### config.mk
export PLATFORM = sky130hd
export DESIGN_NAME = writeback_stage
export DESIGN_NICKNAME = d
export VERILOG_FILES = /design/src/rtl/mips_pkg.sv /design/src/rtl/load_formatter.sv /design/src/rtl/writeback_stage.sv
export SDC_FILE = /design/constraint.sdc
export NUM_CORES = 1
export LEC_CHECK = 0
export CORE_AREA = 5 5 123 125
export CTS_CLUSTER_DIAMETER = 200
export CTS_CLUSTER_SIZE = 10
export DETAILED_ROUTE_END_ITERATION = 10
export DIE_AREA = 0 0 128 130
export PLACE_DENSITY = 0.66
export SLEW_MARGIN = 20
export SYNTH_ARGS = -nofsm -noshare
export SYNTH_HDL_FRONTEND = slang
export SYNTH_HIERARCHICAL = 1
export SYNTH_SLANG_ARGS = --single-unit
### constraint.sdc
create_clock -name Clk -period 2.22 [get_ports Clk]
set_input_delay 0.666 -clock Clk [delete_from_list [all_inputs] [get_ports Clk]]
set_output_delay 0.666 -clock Clk [all_outputs]
set_load 0.02 [all_outputs]
### src/rtl/mips_pkg.sv
// Shared MIPS datapath encodings: write-back source select, load size, fixed register numbers.
// Pure definitions; no logic.
package mips_pkg;

    localparam logic [1:0] WB_ALU  = 2'b00;
    localparam logic [1:0] WB_MEM  = 2'b01;
    localparam logic [1:0] WB_LINK = 2'b10;

    localparam logic [1:0] LD_WORD = 2'b00;
    localparam logic [1:0] LD_HALF = 2'b01;
    localparam logic [1:0] LD_BYTE = 2'b10;

    localparam logic [4:0] REG_ZERO = 5'd0;
    localparam logic [4:0] REG_RA   = 5'd31;

endpackage

### src/rtl/load_formatter.sv
// Little-endian sub-word load extraction with sign/zero extension and alignment check.
// Purely combinational; no state and no flow control.
module load_formatter
    import mips_pkg::*;
(
    input  logic [31:0] rd_word_i,
    input  logic [1:0]  offset_i,
    input  logic [1:0]  size_i,
    input  logic        unsigned_i,
    output logic [31:0] data_o,
    output logic        misaligned_o
);

    logic [7:0]  byte_sel;
    logic [15:0] half_sel;

    always_comb begin
        byte_sel = rd_word_i[7:0];
        case (offset_i)
            2'd1:    byte_sel = rd_word_i[15:8];
            2'd2:    byte_sel = rd_word_i[23:16];
            2'd3:    byte_sel = rd_word_i[31:24];
            default: byte_sel = rd_word_i[7:0];
        endcase
        half_sel = offset_i[1] ? rd_word_i[31:16] : rd_word_i[15:0];
    end

    // Reserved size encoding falls through to word behaviour.
    always_comb begin
        data_o       = rd_word_i;
        misaligned_o = (offset_i != 2'd0);
        case (size_i)
            LD_BYTE: begin
                data_o       = {{24{~unsigned_i & byte_sel[7]}}, byte_sel};
                misaligned_o = 1'b0;
            end
            LD_HALF: begin
                data_o       = {{16{~unsigned_i & half_sel[15]}}, half_sel};
                misaligned_o = offset_i[0];
            end
            default: begin
                data_o       = rd_word_i;
                misaligned_o = (offset_i != 2'd0);
            end
        endcase
    end

endmodule

### src/rtl/writeback_stage.sv
// MEM/WB pipeline register and write-back formatter; 1-cycle registered latency.
// Flush inserts a bubble, Stall holds every output; sticky AlignErr and a wrapping retire counter.
module writeback_stage
    import mips_pkg::*;
#(
    parameter int unsigned LINK_REG = 31,
    parameter int unsigned CNT_W    = 32
) (
    input  logic             Clk,
    input  logic             Rst_n,
    input  logic             Stall,
    input  logic             Flush,
    input  logic             MemValid,
    input  logic [31:0]      ALUResult,
    input  logic [31:0]      MemReadData,
    input  logic [31:0]      PCPlus4,
    input  logic [4:0]       WAddrIn,
    input  logic             RegWriteIn,
    input  logic [1:0]       MemToReg,
    input  logic [1:0]       LoadSize,
    input  logic             LoadUnsigned,
    output logic [31:0]      WData,
    output logic [4:0]       WAddr,
    output logic             RegWrite,
    output logic             WbValid,
    output logic             AlignErr,
    output logic [CNT_W-1:0] Retired
);

    localparam logic [4:0]       LINK_ADDR = 5'(LINK_REG);
    localparam logic [CNT_W-1:0] CNT_ONE   = {{(CNT_W-1){1'b0}}, 1'b1};

    logic [31:0]      fmt_data;
    logic             fmt_mis;
    logic             mis;
    logic [31:0]      wdata_d, wdata_q;
    logic [4:0]       waddr_d, waddr_q;
    logic             we_d, we_q;
    logic             vld_q;
    logic             align_q;
    logic [CNT_W-1:0] ret_q;

    load_formatter u_fmt (
        .rd_word_i   (MemReadData),
        .offset_i    (ALUResult[1:0]),
        .size_i      (LoadSize),
        .unsigned_i  (LoadUnsigned),
        .data_o      (fmt_data),
        .misaligned_o(fmt_mis)
    );

    // Alignment only matters for actual loads; the reserved select behaves as ALU.
    always_comb begin
        mis     = (MemToReg == WB_MEM) & fmt_mis;
        wdata_d = ALUResult;
        waddr_d = WAddrIn;
        case (MemToReg)
            WB_MEM:  wdata_d = fmt_data;
            WB_LINK: begin
                wdata_d = PCPlus4 + 32'd4;
                waddr_d = LINK_ADDR;
            end
            default: wdata_d = ALUResult;
        endcase
        we_d = MemValid & RegWriteIn & ~mis & (waddr_d != REG_ZERO);
    end

    always_ff @(posedge Clk or negedge Rst_n) begin
        if (!Rst_n) begin
            wdata_q <= '0;
            waddr_q <= '0;
            we_q    <= 1'b0;
            vld_q   <= 1'b0;
            align_q <= 1'b0;
            ret_q   <= '0;
        end else if (Flush) begin
            we_q  <= 1'b0;
            vld_q <= 1'b0;
        end else if (!Stall) begin
            wdata_q <= wdata_d;
            waddr_q <= waddr_d;
            we_q    <= we_d;
            vld_q   <= MemValid;
            align_q <= align_q | (MemValid & mis);
            if (MemValid) begin
                ret_q <= ret_q + CNT_ONE;
            end
        end
    end

    assign WData    = wdata_q;
    assign WAddr    = waddr_q;
    assign RegWrite = we_q;
    assign WbValid  = vld_q;
    assign AlignErr = align_q;
    assign Retired  = ret_q;

endmodule

==> flow_summary_export.csv <==
group,metric,value,unit
clock_tree,clock_latency,340,ps
floorplan,ioPinCount,184,
worst_setup_path,criticalPathCategory,"in -> reg",
logic_synthesis,synth_fp_nets,681,
floorplan,dieArea,16600,µm²
final_layout,regArea,1800,µm²
timing,whs,182,ps
routing,drt-wirelength-per-cell,18.4,µm
logic_synthesis,synth-seq-cells,72,
placement,portBuffers,183,
final_layout,syn_to_final_growth,62.6,%
flow_run,max_cap_viol_count,0,
global_route,antenna_found_initial,0,
timing,finalSetupViolations,0,
routing,ant_nets,0,
final_layout,finish.instance_area,7910,µm²
floorplan,start_util,35.3,%
timing,rsz0062_at_grt,"no",
clock_tree,clkTransAtPathRegs,60,ps
worst_setup_path,endpoint_kind,"flop",
routing,via_per_inst,5.39,
timing,hold_violations,0,
final_layout,finalNetCount,929,
logic_synthesis,synth-edff-count,0,
timing,max_freq,472,MHz
global_route,globalRouteOverflowTotal,0,
logic_synthesis,synthCells,563,
final_layout,fin_cells,996,
timing,relSlewSlack,71.7,%
clock_tree,root_buffer,"clkbuf_16",
placement,place.gp.congestion,0.918,
clock_tree,cts-htree-levels,3,
final_layout,multi_input_area,2950,µm²
placement,hpwl,14900,µm
logic_synthesis,synth-seq-area-share,37.0,%
clock_tree,cts_tree,"done",
min_path,hold_path.class,"in -> async",
timing,post-route-period-util,95.5,%
worst_setup_path,crit_required,2500,ps
final_layout,drive_gt1_share,19.5,%
final_layout,num_antenna_cells,0,
global_route,track_usage,21.8,%
logic_synthesis,synth_top_flop_cell,"dfrtp_1",
power_and_ir_drop,total_power,4610,µW
power_and_ir_drop,powerDensity,583,nW/µm²
logic_synthesis,yosysUniqueCellTypes,55,
clock_tree,clock-sinks,72,
global_route,grt_max_degree,38,
floorplan,fp.coreArea,13800,µm²
power_and_ir_drop,vdd_drop_max,0.321,mV
floorplan,rows,43,
worst_setup_path,cp_max_fo,6,
clock_tree,cts_hold_buf,0,
logic_synthesis,syn_avg_cell_area,8.64,µm²
logic_synthesis,synth_warnings,6,
timing,fin_crit,2120,ps
global_route,grt_pass1_wl,28700,µm
final_layout,utilization,57.4,%
worst_setup_path,critical_path_arrival,2390,ps
placement,place_inst,980,
timing,maxSlewViolCount,0,
routing,dr.pass1.iters,5,
placement,placed_area,7500,µm²
final_layout,n_fill_cell,1284,
floorplan,die_x,128,µm
logic_synthesis,netlist_area,4870,µm²
timing,finClkSkew,5.55,ps
clock_tree,clk_path_buf_depth,2,
global_route,grt_pass1_vias,5444,
clock_tree,cts_made_buffers,9,
logic_synthesis,synthArstFlopShare,100,%
routing,drc,0,
routing,drtIter0Drc,336,
worst_setup_path,startpoint_type,"primary input",
routing,vias,5364,
timing,tightest_slew,424,ps
power_and_ir_drop,p_leak,0.00323,µW
run_status,outcome,"finished, final reports clean",
floorplan,die_y,130,µm
routing,drt_wl_total,18300,µm
-- kinds of logic after synthesis --
kind of cell               after synthesis  share of synthesized area (%)
buffers and inverters                   52                           4.96
AOI/OAI and AO/OA                      161                           21.8
muxes                                   13                           2.98
and+or+nand+nor                        204                           21.8
DFF                                     72                           37.0
xor gates and xnor gates                55                           9.90
adders and majority gates                6                           1.54
-- report_power, final --
part	total (µW)	internal, µW	switching (µW)
sequential	1610	1470	139
clock	1400	820	579
combinational	1600	811	793
-- metrics by stage --
step | setup WS (ps) | TNS, ps
2_1_floorplan | -66.5 | -73.4
3_3_place_gp | -499 | -21860
3_5_place_dp | -528 | -23910
4_1_cts | -21.2 | -41.7
5_1_grt | 1.29 | 0
6_report | 101 | 0
-- worst paths after layout --
check                             from           to  slack (ps)  cells past startpoint
hold / removal                   Rst_n  Retired[11]         180                      1
min in group Clk           Retired[31]  Retired[31]         460                      1
setup reg to reg            Retired[9]  Retired[31]         260                      5
hold reg to reg            Retired[31]  Retired[31]         460                      1
setup / recovery            PCPlus4[7]    WData[17]         100                      6
max in group asynchronous        Rst_n    WData[26]        1470                      2
-- worst max-delay path, cell delays in order --
cell,delay [ps]
clkdlybuf4s50_1,520
and4_1,250
nand4_1,240
or3_1,420
a21oi_1,170
o22a_1,140
-- metal layers --
| metal | vias to the layer above | track usage [%] | part of all wire (%) |
|---|---|---|---|
| met5 | - | 0 | 0 |
| met4 | 0 | 7.55 | 2.1 |
| li1 | 2547 | - | - |
| met1 | 2560 | 28.9 | 43 |
| met2 | 233 | 36.4 | 48 |
| met3 | 24 | 3.36 | 6.5 |
-- registers in the layout, indices dropped and copies added, names as in the netlist --
| name | count |
|---|---|
| Retired | 32 |
| RegWrite | 1 |
| WAddr | 5 |
| WbValid | 1 |
| WData | 32 |
| AlignErr | 1 |
-- cell type report --
class / count / area share (%)
Tap cell: 180 / 2.85
Sequential cell: 72 / 22.8
Clock buffer: 12 / 3.24
Timing Repair Buffer: 276 / 32.9
Multi-Input combinational cell: 439 / 37.3
Inverter: 13 / 0.617
Clock inverter: 4 / 0.348
-- synthesized netlist by cell type (2+ instances only) --
| cell type | n | share of area [%] |
|---|---|---|
| nor4_1 | 3 | 0.39 |
| a221o_1 | 6 | 1.2 |
| inv_1 | 13 | 1.0 |
| o21bai_1 | 2 | 0.31 |
| a221oi_1 | 22 | 4.0 |
| nand2b_1 | 2 | 0.26 |
| a21oi_2 | 11 | 2.0 |
| o2bb2ai_1 | 7 | 1.3 |
| and4_1 | 10 | 1.8 |
| nor2_1 | 31 | 2.4 |
| o22a_1 | 2 | 0.36 |
| clkbuf_1 | 28 | 2.2 |
| buf_6 | 3 | 0.69 |
| ha_1 | 6 | 1.5 |
| o22ai_1 | 14 | 1.8 |
| or3_1 | 5 | 0.64 |
| nand3_1 | 21 | 2.2 |
| a21oi_1 | 32 | 3.3 |
| nand4_1 | 17 | 2.2 |
| nor3_1 | 9 | 0.93 |
| mux2i_1 | 4 | 0.82 |
| nand2_1 | 69 | 5.3 |
| and2_1 | 6 | 0.77 |
| xor2_1 | 23 | 4.1 |
| nor2b_1 | 15 | 1.9 |
| dfrtp_1 | 72 | 37 |
| and3_1 | 3 | 0.39 |
| nor3b_1 | 2 | 0.31 |
| xnor2_1 | 32 | 5.8 |
| buf_1 | 3 | 0.23 |
| buf_2 | 3 | 0.31 |
| mux2_2 | 8 | 1.9 |
| a22oi_1 | 6 | 0.93 |
| or2_2 | 3 | 0.39 |
| o21ai_0 | 50 | 5.1 |
-- timing repair --
| action | in CTS | in global routing |
|---|---|---|
| setup buffers | 0 | 0 |
| resized for setup | 30 | 9 |
| cloned | 0 | 0 |
| pin swaps | 10 | 0 |
| hold endpoints to repair | 0 | 0 |
| setup endpoints to repair | 45 | 22 |
-- cells in the final DEF (no fill, tap or decap), types with 3 or more instances in the layout --
cell type,n
a221oi_2,3
nand2_1,68
xnor2_1,32
and2_1,6
xor2_1,23
a21oi_1,31
a22oi_2,3
clkbuf_16,9
dlygate4sd2_1,8
clkdlybuf4s50_1,173
a221o_1,6
and4_1,10
mux2_2,8
o2bb2ai_1,7
nor2b_1,14
nand4_1,17
or2_2,3
nor3_1,8
buf_12,6
ha_1,3
o22ai_1,14
a22oi_1,3
o21ai_0,49
a21oi_2,12
buf_4,87
nand3_1,21
and3_1,3
dfrtp_1,72
nor2_1,30
inv_1,12
or3_1,5
a221oi_1,19
(Power assumes the default switching activity.)
